### src/rtl/qdec_pkg.sv
// Shared types and helpers for the quadrature decoder: FSM states, Gray-code
// phase values and the (prev, cur) transition classifier.
package qdec_pkg;

  typedef enum logic {
    ST_INIT,
    ST_RUN
  } state_e;

  typedef enum logic [1:0] {
    TR_HOLD,
    TR_UP,
    TR_DOWN,
    TR_ILLEGAL
  } trans_e;

  localparam logic [1:0] AB_00 = 2'b00;
  localparam logic [1:0] AB_01 = 2'b01;
  localparam logic [1:0] AB_11 = 2'b11;
  localparam logic [1:0] AB_10 = 2'b10;

  // Up order is 00 -> 01 -> 11 -> 10 -> 00; both bits flipping is illegal.
  function automatic trans_e classify(input logic [1:0] prev, input logic [1:0] cur);
    trans_e tr;
    tr = TR_HOLD;
    if (prev == cur) begin
      tr = TR_HOLD;
    end else if ((prev ^ cur) == 2'b11) begin
      tr = TR_ILLEGAL;
    end else begin
      unique case (prev)
        AB_00:   tr = (cur == AB_01) ? TR_UP : TR_DOWN;
        AB_01:   tr = (cur == AB_11) ? TR_UP : TR_DOWN;
        AB_11:   tr = (cur == AB_10) ? TR_UP : TR_DOWN;
        default: tr = (cur == AB_00) ? TR_UP : TR_DOWN;
      endcase
    end
    return tr;
  endfunction

endpackage

### src/rtl/sync_ff.sv
// Single-bit synchronizer chain for an asynchronous input; clears to 0 on
// synchronous reset.
module sync_ff #(
  parameter int unsigned STAGES = 2
) (
  input  logic clk,
  input  logic reset,
  input  logic d,
  output logic q
);

  logic [STAGES-1:0] chain;

  always_ff @(posedge clk) begin
    if (reset) begin
      chain <= '0;
    end else begin
      chain <= {chain[STAGES-2:0], d};
    end
  end

  assign q = chain[STAGES-1];

endmodule

### src/rtl/quad_decoder.sv
// x4 quadrature decoder: synchronizes A/B, then emits step/dir pulses, a
// wrapping position count and a sticky illegal-transition flag.
module quad_decoder
  import qdec_pkg::*;
#(
  parameter int unsigned WIDTH       = 4,
  parameter int unsigned SYNC_STAGES = 2
) (
  input  logic             clk,
  input  logic             reset,
  input  logic             qa,
  input  logic             qb,
  input  logic             err_clr,
  output logic [WIDTH-1:0] count,
  output logic             dir,
  output logic             step,
  output logic             err
);

  localparam int unsigned CW = $clog2(SYNC_STAGES + 1);

  logic qa_sync, qb_sync;
  logic [1:0] ab_s;

  state_e state_q, state_d;
  logic [CW-1:0] init_cnt_q, init_cnt_d;
  logic [1:0] prev_ab_q, prev_ab_d;
  logic [WIDTH-1:0] count_q, count_d;
  logic dir_q, dir_d, step_q, step_d, err_q, err_d;
  logic err_set;
  trans_e tr;

  sync_ff #(.STAGES(SYNC_STAGES)) u_sync_a (.clk(clk), .reset(reset), .d(qa), .q(qa_sync));
  sync_ff #(.STAGES(SYNC_STAGES)) u_sync_b (.clk(clk), .reset(reset), .d(qb), .q(qb_sync));

  assign ab_s = {qa_sync, qb_sync};

  always_comb begin
    state_d    = state_q;
    init_cnt_d = init_cnt_q;
    prev_ab_d  = prev_ab_q;
    count_d    = count_q;
    dir_d      = dir_q;
    step_d     = 1'b0;
    err_set    = 1'b0;
    tr         = classify(prev_ab_q, ab_s);

    unique case (state_q)
      ST_INIT: begin
        // First synchronized sample is absorbed so idle pins never count.
        if (init_cnt_q == '0) begin
          prev_ab_d = ab_s;
          state_d   = ST_RUN;
        end else begin
          init_cnt_d = init_cnt_q - CW'(1);
        end
      end
      default: begin
        prev_ab_d = ab_s;
        unique case (tr)
          TR_UP: begin
            count_d = count_q + WIDTH'(1);
            dir_d   = 1'b1;
            step_d  = 1'b1;
          end
          TR_DOWN: begin
            count_d = count_q - WIDTH'(1);
            dir_d   = 1'b0;
            step_d  = 1'b1;
          end
          TR_ILLEGAL: err_set = 1'b1;
          default: ;
        endcase
      end
    endcase

    // A new illegal transition wins over a simultaneous clear.
    err_d = err_set ? 1'b1 : (err_clr ? 1'b0 : err_q);
  end

  always_ff @(posedge clk) begin
    if (reset) begin
      state_q    <= ST_INIT;
      init_cnt_q <= CW'(SYNC_STAGES);
      prev_ab_q  <= AB_00;
      count_q    <= '0;
      dir_q      <= 1'b0;
      step_q     <= 1'b0;
      err_q      <= 1'b0;
    end else begin
      state_q    <= state_d;
      init_cnt_q <= init_cnt_d;
      prev_ab_q  <= prev_ab_d;
      count_q    <= count_d;
      dir_q      <= dir_d;
      step_q     <= step_d;
      err_q      <= err_d;
    end
  end

  assign count = count_q;
  assign dir   = dir_q;
  assign step  = step_q;
  assign err   = err_q;

endmodule

### config.mk
export PLATFORM = sky130hd
export DESIGN_NAME = quad_decoder
export DESIGN_NICKNAME = d
export VERILOG_FILES = /design/src/rtl/qdec_pkg.sv /design/src/rtl/sync_ff.sv /design/src/rtl/quad_decoder.sv
export SDC_FILE = /design/constraint.sdc
export NUM_CORES = 1
export LEC_CHECK = 0
export ABC_CLOCK_PERIOD_IN_PS = 2300
export CAP_MARGIN = 30
export CORE_UTILIZATION = 35
export CTS_CLUSTER_DIAMETER = 30
export CTS_CLUSTER_SIZE = 14
export DETAILED_ROUTE_END_ITERATION = 8
export GPL_TIMING_DRIVEN = 0
export PLACE_DENSITY = 0.62
export SYNTH_ARGS = -nofsm -noshare
export SYNTH_HDL_FRONTEND = slang
export SYNTH_SLANG_ARGS = --single-unit
### constraint.sdc
create_clock -name clk -period 2.3 [get_ports clk]
set_clock_uncertainty 0.1 [all_clocks]
set_input_delay 0.46 -clock clk [delete_from_list [all_inputs] [get_ports clk]]
set_output_delay 0.46 -clock clk [all_outputs]
set_load 0.02 [all_outputs]
# After elaboration in Yosys (flattened, before gate mapping)
# Index checks and enable logic that the tools add are counted.
# totals
regBits	16
in_bits	5
out_inout_bits	7
word_cells	53
# classes
add_sub_neg	3
eq_ne	10
mux	18
bitwise	3
n_reduce_logical	10
# ops
op	n
$mux 2	8
$eq 2x2->1 const B	6
$pmux 4 s2	1
$mux 1	7
$eq 2x1->1 const B	3
$logic_not 2->1	3
$pmux 2 s3	1
$reduce_bool 2->1	3
$add 4x1->4 const B	1
$reduce_and 2->1	2
$reduce_or 2->1	2
$sub 4x1->4 const B	1
$eq 2x2->1	1
$not 1->1	2
$pmux 1 s2	1
$sub 2x1->2 const B	1
$xor 2x2->2	1

# Depth between registers and ports, before layout
# Gate-level depths: netlist (run 1).
# logic_depth
depth_word	9
depth_mapped	11
mapped_depth_nobuf	11

# Modules after synthesis
# Synthesis (run 1) repeated with hierarchy kept, for this count alone.
# hier_totals
hier_cells	79
area_unflattened_um2	711.9
# by_module_without_submodules
mod	n_inst	cells_per_inst	area_per_inst_um2
quad_decoder	1	71	606.8
sync_ff	2	4	52.6

# Worst setup path after synthesis (run 1)
# No wires, ideal clock.
# synth_timing
path_type	register to register
startpoint	reg u_sync_a.chain[1]
endpoint	reg count_q[3], in the netlist count[3]
setup_ps	123
arrival_time_ps	2060
required_time_ps	2077
setup_slack_ps	17
stages_incl_launch_ff	11
synth_period_minus_slack_ps	2283
path_cell_list	dfxtp_1 > nand2b_1 > nand3_1 > o21ai_0 > inv_1 > ha_1 > ha_1 > a21o_1 > a21oi_2 > mux2i_1 > mux2_1
# synth_via
elab_chain_cells	8
elab_cells_between_ends	19
classes_between	eq/ne: 7; mux: 8; bitwise: 1; reduce/logical: 3
# synth_lines
element	line	source
from (decl)	sync_ff.sv:12	logic [STAGES-1:0] chain;
from (signal assigned)	sync_ff.sv:18	chain <= {chain[STAGES-2:0], d};
$eq 2x2->1, or another cell as far along	qdec_pkg.sv:34	AB_11: tr = (cur == AB_10) ? TR_UP : TR_DOWN;
$mux 2, on equally long branches	n/a	
$pmux 2 s3	qdec_pkg.sv:31	unique case (prev)
$mux 2	qdec_pkg.sv:28	end else if ((prev ^ cur) == 2'b11) begin
$mux 2 *	qdec_pkg.sv:26	if (prev == cur) begin
$eq 2x2->1 / $eq 2x1->1 (equally long branches)	quad_decoder.sv:60	unique case (tr)
$reduce_bool 2->1 (no source line)	n/a	
$reduce_and 2->1 (no source line)	n/a	
to (signal assigned)	quad_decoder.sv:94	count_q <= count_d;
to (decl)	quad_decoder.sv:28	logic [WIDTH-1:0] count_q, count_d;
# Mark *: on every way between the ends. The rest lies on a longest branch, timed or not.
# A chain may end at the register's enable or synchronous reset.

# Worst setup path after layout (run 1)
# Same ends and word-level chain as after synthesis.

==> flow_summary.rst, run 1 <==
.. list-table::
   :header-rows: 1

   * - Metric
     - Value
   * - Startpoint Class
     - flop
   * - Syn avg cell area
     - between 9 and 10 um2
   * - Core region area
     - 1820 um2
   * - Count of state elements after synthesis
     - 16
   * - DR vias/cell
     - around 4.5
   * - Number of distinct library cells after synthesis
     - 22
   * - Most common library cells after synthesis
     - dfxtp_1, nand2_1, nor2_1
   * - Cell count after synthesis
     - 79
   * - Post-synth top area cell
     - dfxtp_1
   * - Number of port buffers
     - 11
   * - Final hold violation count
     - 0
   * - Via Count
     - 541
   * - Post-layout utilization of the core
     - 52.5%
   * - Number of CTS-inserted buffers
     - 3
   * - Cell Area, Synth
     - 712 um2
   * - Maximum buffer depth of the clock tree
     - 2
   * - Area share of xor/xnor cells in the synthesized design
     - 3.69%
   * - Post-synthesis compound-gate area fraction
     - between 10% and 20%
   * - Clk root buf
     - clkbuf_4
   * - Mux contribution to synthesized area
     - under 10%
   * - Die Area
     - 2220 um2
   * - Count of hold-fix buffers inserted at cts
     - 0
   * - Later-pin clock latency in the skew report
     - approximately 0.28 ns
   * - Number of pins exceeding their max-slew limit in the final report
     - 0
   * - Hold path startpoint
     - u_sync_a.chain[0]
   * - First-pass GRT wire length
     - slightly below 2000 um
   * - Overflow left after global routing
     - 0
   * - Pin count of the biggest net entering global routing
     - 11
   * - Standard-cell rows
     - 15
   * - Total power density per cell area
     - 751 nW/um2
   * - Antenna Nets Post-Route
     - 0
   * - Routed Wire Length
     - approximately 1200 um
   * - P_leak
     - 0.366 nW
   * - DRC violation total after the first TritonRoute iteration
     - 5
   * - Number of H-tree levels
     - 1
   * - Status
     - complete, no violations
   * - Share of synthesized cell area in full adder, half adder and majority cells
     - 11.6%
   * - Die Y-Extent
     - between 40 and 50 um
   * - PnR Total Power
     - about 0.7 mW
   * - Number of cells in the design after placement
     - 115
   * - Syn_nets
     - 90
   * - DP Wirelength
     - 856 um
   * - Ant. Diodes
     - 0
   * - Cells on worst reg2reg path
     - 10
   * - Max-cap violation count
     - 0
   * - Endpoint with the worst hold slack
     - u_sync_a.chain[1]
   * - Synth area leaders
     - dfxtp_1, ha_1, nor2b_1, a21oi_1, o21ai_0
   * - Non-filler instance count after layout
     - ~120
   * - Routability cong.
     - 0.715
   * - Share of final-layout standard cells stronger than drive strength 1
     - 18.8%
   * - Total number of yosys warnings
     - 0
   * - TritonRoute pass-1 iters
     - 3
   * - Maximum achievable frequency
     - around 450 MHz
   * - Synth Area in Simple Gates
     - ~18%
   * - Number of setup violations in the final report
     - 0
   * - Remaining DRCs
     - 0
   * - Final Cycle Share
     - 95.8%
   * - Maximum vdd drop
     - 0.414 mV
   * - Top-area cell type share of the netlist area
     - approximately 45%
   * - CTS tree
     - built
   * - Dominant combinational cell family by area after synthesis
     - simple AND/OR/NAND/NOR gates
   * - Slew of the pin with the lowest slew margin
     - 0.424 ns
   * - Post-route minimum period
     - 2.20 ns
   * - Net count of the finished layout
     - about 110
   * - Hold Path Depth
     - 1
   * - Worst flop-to-flop path endpoint
     - count[3]
   * - Relative max-transition margin
     - 71.8%
   * - Start-to-end type of the worst setup path
     - reg -> reg
   * - Area added between synthesis and finish
     - 34.3%
   * - Final TNS setup
     - 0 ns
   * - Proportion of register bits with asynchronous set or reset after synthesis
     - 0%
   * - Endpoint arrival time on the critical path
     - 2.28 ns
   * - Starting Density
     - about two fifths
   * - Worst reg2reg path startpoint
     - u_sync_a.chain[1]
   * - Clock Pin Slew Worst Setup and Hold Paths
     - ~0.10 ns
   * - Critical Path Sink Type
     - flop
   * - Antenna violations before repair
     - 0
   * - Setup slack, reg-to-reg
     - between 0.09 and 0.1 ns
   * - Crit path required time
     - 2.38 ns
   * - Fill cell count
     - 170
   * - Top-count cell post-synth
     - dfxtp_1
   * - Number of clock sinks
     - 16
   * - Max Fanout on Critical Path
     - 7
   * - All-Layer GR Usage
     - 12.9%
   * - Number of flops mapped to enable cells by yosys
     - 0
   * - # IOs
     - 12
   * - Chip width
     - approximately 47 um
   * - Prevailing post-synth register cell
     - dfxtp_1
   * - Worst hold-check path type
     - reg -> reg
   * - Sequential area share after synthesis
     - 45.0%
   * - Via count of the first global-routing pass
     - around 480
   * - Wire per inst
     - 9.61 um
-- flip-flops by register name (all words and copies together) (netlist names), 2 cells and up --
register / flops
count: 4
u_sync_b.chain: 2
u_sync_a.chain: 2
prev_ab_q: 2
init_cnt_q: 2
-- layer usage --
metal / up-vias / wire length (um) / track usage (%)
met5: - / 0 / 0
met4: 0 / 10 / 8.57
met3: 2 / 41 / 2.31
met2: 8 / 516 / 18.9
met1: 237 / 594 / 17.3
li1: 294 / - / -
-- worst max path at each step --
stage               end               from  cells after the start
2_1_floorplan  count[3]  u_sync_a.chain[1]                     10
3_3_place_gp   count[3]  u_sync_a.chain[1]                      9
3_5_place_dp   count[3]  u_sync_a.chain[1]                      9
4_1_cts        count[3]  u_sync_a.chain[1]                      9
5_1_grt        count[3]  u_sync_a.chain[1]                     10
6_report       count[3]  u_sync_a.chain[1]                     10
-- where the power goes --
| group | total [mW] | switching (mW) | internal [mW] |
|---|---|---|---|
| Clock | 0.187 | 0.0905 | 0.0963 |
| Sequential | 0.333 | 0.0225 | 0.311 |
| Combinational | 0.198 | 0.107 | 0.0910 |
-- what timing repair did --
action / in CTS / in global routing
buffers inserted: 1 / 1
pin swaps: 2 / 4
cloned: 0 / 0
setup endpoints to repair: 1 / 1
resized for setup: 6 / 7
-- cell families after synthesis --
group	after synthesis
simple gates	27
compound gates	16
flops	16
buf+inv	8
fa+ha+maj	6
xor+xnor	3
mux	3
-- stage by stage --
stage,hold slack (ns),instance area [um2],setup WS (ns)
after global routing,0.357,956,-0.0107
after global placement,0.320,853,-0.175
final,0.342,956,0.0955
after CTS,0.342,907,0.00422
after floorplan,0.314,712,0.0165
after detailed placement,0.324,853,-0.189
-- cells in the final DEF, fill, tap and decap left out, types with 2 or more instances in the layout --
master	count
a21oi_1	6
buf_4	2
clkbuf_4	3
clkdlybuf4s50_1	11
dfxtp_1	14
ha_1	2
ha_4	2
inv_1	6
mux2i_1	2
nand2_1	7
nand2b_1	2
nand3_1	2
nor2_1	7
nor2b_1	5
o21ai_0	3
o21ai_1	2
xnor2_1	2
-- cell type report --
cell class                 count  area (um2)  share of cell area [%]
buffer                         2        8.76                   0.916
clock buffer                   4        36.3                    3.80
inverter                       6        22.5                    2.36
multi-input combinational     55         407                    42.5
sequential                    16         325                    34.0
tap                           25        31.3                    3.27
timing repair buffer          13         125                    13.1
-- worst max-delay path, stage by stage, from the launching register on --
cell and delay, ns:
dfxtp_4 0.39, nand2b_4 0.13, nand3_2 0.07, o21ai_2 0.08, inv_1 0.06, ha_2 0.20, buf_4 0.15, ha_4 0.22
a21oi_2 0.14, mux2i_1 0.22, mux2_1 0.34
Note: power is estimated with default switching activity, not from simulation.
==> run 2: changes to the inputs <==
SYNTH_HIERARCHICAL = 1   (was default)
==> flow_summary.rst, run 2 <==
.. list-table::
   :header-rows: 1

   * - Metric
     - Value
   * - Status
     - complete, no violations
   * - Worst flop-to-flop path endpoint
     - count[3]
   * - Core region area
     - 1820 um2 (unchanged)
   * - Number of clock sinks
     - 16 (unchanged)
   * - Max-cap violation count
     - 0 (unchanged)
   * - Worst reg2reg path startpoint
     - u_sync_a/chain[1]
   * - Standard-cell rows
     - 15 (unchanged)
   * - P_leak
     - 0.375 nW (+2.3%)
   * - Endpoint arrival time on the critical path
     - 2.26 ns (-0.02 ns)
   * - Share of final-layout standard cells stronger than drive strength 1
     - 20.6% (+1.9 points)
   * - Number of flops mapped to enable cells by yosys
     - 0 (unchanged)
   * - Antenna violations before repair
     - 0 (unchanged)
   * - Worst hold-check path type
     - reg -> reg
   * - Maximum buffer depth of the clock tree
     - 2 (unchanged)
   * - Final hold violation count
     - 0 (unchanged)
   * - Top-count cell post-synth
     - dfxtp_1
   * - Setup slack, reg-to-reg
     - 0.11 ns (+0.02 ns)
   * - Die Area
     - 2220 um2 (unchanged)
   * - Mux contribution to synthesized area
     - 4.39% (unchanged)
   * - Prevailing post-synth register cell
     - dfxtp_1
   * - Via Count
     - 551 (+1.8%)
   * - Critical Path Sink Type
     - flop
   * - Most Frequent Cell on Critical Path
     - ha_4
   * - Remaining DRCs
     - 0 (unchanged)
   * - Chip width
     - 47.1 um (unchanged)
   * - Via count of the first global-routing pass
     - 532 (+12%)
   * - Slew of the pin with the lowest slew margin
     - 0.439 ns (+0.0151 ns)
   * - Share of synthesized cell area in full adder, half adder and majority cells
     - 11.6% (unchanged)
   * - Wire per inst
     - 9.84 um (+2.4%)
   * - Die Y-Extent
     - 47.1 um (unchanged)
   * - Number of pins exceeding their max-slew limit in the final report
     - 0 (unchanged)
   * - Number of setup violations in the final report
     - 0 (unchanged)
   * - Cells along the critical path
     - mux2i_2 > o21ai_2 > inv_2 > ha_4 > ha_4 > a21o_1 > a21oi_2 > mux2i_1 > mux2_1
   * - DR vias/cell
     - 4.52 (+1.0%)
   * - Flip-flop count of the largest register after layout
     - 4 (unchanged)
   * - Total number of yosys warnings
     - 6 (+6)
   * - Synth area leaders
     - dfxtp_1, ha_1, nor2b_1, a21oi_1, o21ai_0
   * - First-pass GRT wire length
     - 2080 um (+8.2%)
   * - Net count of the finished layout
     - 109 (+0.93%)
   * - TritonRoute pass-1 iters
     - 4 (+1)
   * - Top-area cell type share of the netlist area
     - 45.0% (unchanged)
   * - Post-synthesis compound-gate area fraction
     - 13.0% (unchanged)
   * - Cell Area, Synth
     - 712 um2 (unchanged)
   * - Antenna Nets Post-Route
     - 0 (unchanged)
   * - Fill cell count
     - 179 (+5.3%)
   * - Setup slack at placement
     - -0.202 ns (-0.0123 ns)
   * - Number of cells in the design after placement
     - 115 (unchanged)
   * - Startpoint Class
     - flop
   * - Post-synth top area cell
     - dfxtp_1
   * - Commonest cells after routing, fill and taps aside
     - dfxtp_1, clkdlybuf4s50_1, nand2_1, nor2_1, a21oi_1
   * - Syn avg cell area
     - 9.01 um2 (unchanged)
   * - Crit path required time
     - 2.37 ns (about the same)
   * - Total area of sequential cells
     - 327 um2 (+0.38%)
   * - DP Wirelength
     - 841 um (-1.7%)
   * - Count of state elements after synthesis
     - 16 (unchanged)
   * - Routed Wire Length
     - 1200 um (+3.3%)
   * - Number of CTS-inserted buffers
     - 3 (unchanged)
   * - Unrepaired setup endpoints after global routing
     - true
   * - Highest cell delay on the worst timing path
     - 0.38 ns (about the same)
   * - Cell count after synthesis
     - 79 (unchanged)
   * - Placed inst area
     - 853 um2 (unchanged)
   * - Count of hold-fix buffers inserted at cts
     - 0 (unchanged)
   * - Number of distinct library cells after synthesis
     - 22 (unchanged)
   * - Hold Path Depth
     - 1 (unchanged)
   * - Sequential area share after synthesis
     - 45.0% (unchanged)
   * - Max Fanout on Critical Path
     - 7 (unchanged)
   * - Cells on worst reg2reg path
     - 9 (-1)
   * - Cell type of the slowest stage on the worst timing path
     - dfxtp_4
   * - Maximum vdd drop
     - 0.430 mV (+3.8%)
   * - Start-to-end type of the worst setup path
     - reg -> reg
   * - Overflow left after global routing
     - 0 (unchanged)
   * - Clk root buf
     - clkbuf_4
   * - Finished layout cell area
     - 957 um2 (+0.13%)
   * - Clock Pin Slew Worst Setup and Hold Paths
     - 0.09 ns (about the same)
   * - Endpoint with the worst hold slack
     - u_sync_a/chain[1]
   * - DRC violation total after the first TritonRoute iteration
     - 5 (unchanged)
   * - Total power density per cell area
     - 752 nW/um2 (about the same)
   * - Post-layout utilization of the core
     - 52.6% (+0.069 points)
   * - Hold path startpoint
     - u_sync_a/chain[0]
   * - Syn_nets
     - 90 (unchanged)
   * - Starting Density
     - 39.1% (unchanged)
   * - Maximum achievable frequency
     - 457 MHz (+0.79%)
   * - Most common cell after layout, fill and taps aside
     - dfxtp_1
   * - Later-pin clock latency in the skew report
     - 0.28 ns (about the same)
   * - Fin worst setup slack
     - 0.113 ns (+0.0172 ns)
   * - Area occupied by multi-input gates
     - 399 um2 (-1.8%)
   * - Proportion of register bits with asynchronous set or reset after synthesis
     - 0% (unchanged)
   * - Area share of xor/xnor cells in the synthesized design
     - 3.69% (unchanged)
   * - Number of H-tree levels
     - 1 (unchanged)
   * - Most common library cells after synthesis
     - dfxtp_1, nand2_1, nor2_1
   * - Post-route minimum period
     - 2.19 ns (-0.0172 ns)
   * - All-Layer GR Usage
     - 13.8% (+0.90 points)
   * - Pin count of the biggest net entering global routing
     - 11 (unchanged)
   * - Non-filler instance count after layout
     - 122 (+0.83%)
   * - CTS tree
     - built
   * - Area added between synthesis and finish
     - 34.4%
   * - Synth Area in Simple Gates
     - 17.9% (unchanged)
   * - Final TNS setup
     - 0 ns (unchanged)
   * - # IOs
     - 12 (unchanged)
   * - Final Cycle Share
     - 95.1% (-0.75 points)
   * - Dominant combinational cell family by area after synthesis
     - simple AND/OR/NAND/NOR gates
   * - Ant. Diodes
     - 0 (unchanged)
   * - Relative max-transition margin
     - 70.7% (-1.0 points)
   * - Routability cong.
     - 0.746 (+4.4%)
   * - Number of port buffers
     - 11 (unchanged)
==> run 2: cell counts after synthesis <==
Identical to the previous run, type by type.
==> run 2: per-layer routing <==
layer / vias up / share of wire, % / global-route usage (%)
met3: 2 / 4.0 / 4.62
met4: 0 / 1.0 / 8.00
met2: 10 / 47 / 23.9
met1: 240 / 48 / 14.6
li1: 299 / - / -
met5: - / 0 / 0
==> run 2: how the worst max path moves through the flow <==
| stage | start | endpoint | slack, ns | cells past startpoint |
|---|---|---|---|---|
| finish | u_sync_a/chain[1] | count[3] | 0.11 | 9 |
| global route | u_sync_a/chain[1] | count[3] | -0.03 | 10 |
| CTS | u_sync_a/chain[1] | count[3] | 0.02 | 9 |
| detailed placement | u_sync_a/chain[1] | count[3] | -0.20 | 9 |
| global placement | u_sync_a/chain[1] | count[3] | -0.17 | 9 |
| floorplan | u_sync_a/chain[1] | count[3] | 0.02 | 10 |
==> run 2: cells by family (layout without fill, tap and decap cells) <==
family / after synthesis / count (layout)
AOI/OAI and AO/OA: 16 / 16
and+or+nand+nor: 27 / 27
muxes: 3 / 3
DFF: 16 / 16
buffers and inverters: 8 / 26
xor gates and xnor gates: 3 / 3
adders and majority gates: 6 / 6
==> run 2: stage by stage <==
step	hold WS [ns]	power [mW]
after floorplan	0.314	0.475
after global placement	0.319	0.518
after detailed placement	0.326	0.522
after CTS	0.346	0.717
after global routing	0.355	0.770
final	0.342	0.720
==> run 2: power by group <==
| group | internal [mW] | switching [mW] | total, mW |
|---|---|---|---|
| logic | 0.0932 | 0.110 | 0.203 |
| clock network | 0.0963 | 0.0869 | 0.183 |
| registers | 0.311 | 0.0224 | 0.334 |
| total | 0.501 | 0.219 | 0.720 |
==> run 2: what timing repair did <==
item / in CTS / in global routing
resized for setup: 9 / 6
endpoints found under the setup margin: 1 / 1
pin swaps: 3 / 4
endpoints found under the hold margin: 0 / 0
setup buffers: 1 / 2
==> run 2: layout make-up <==
type                            instances  area share [%]
Buffer                                  2           0.915
Clock buffer                            4            3.79
Inverter                                6            2.35
Multi-Input combinational cell         55            41.7
Sequential cell                        16            34.1
Tap cell                               25            3.27
Timing Repair Buffer                   14            13.9
==> run 2: critical path: cells and delay by family (launching register included) <==
family / cells / cell delay, ns
mux: 3 / 0.72
compound gates: 3 / 0.46
flops: 1 / 0.38
fa+ha+maj: 2 / 0.37
buf+inv: 1 / 0.06
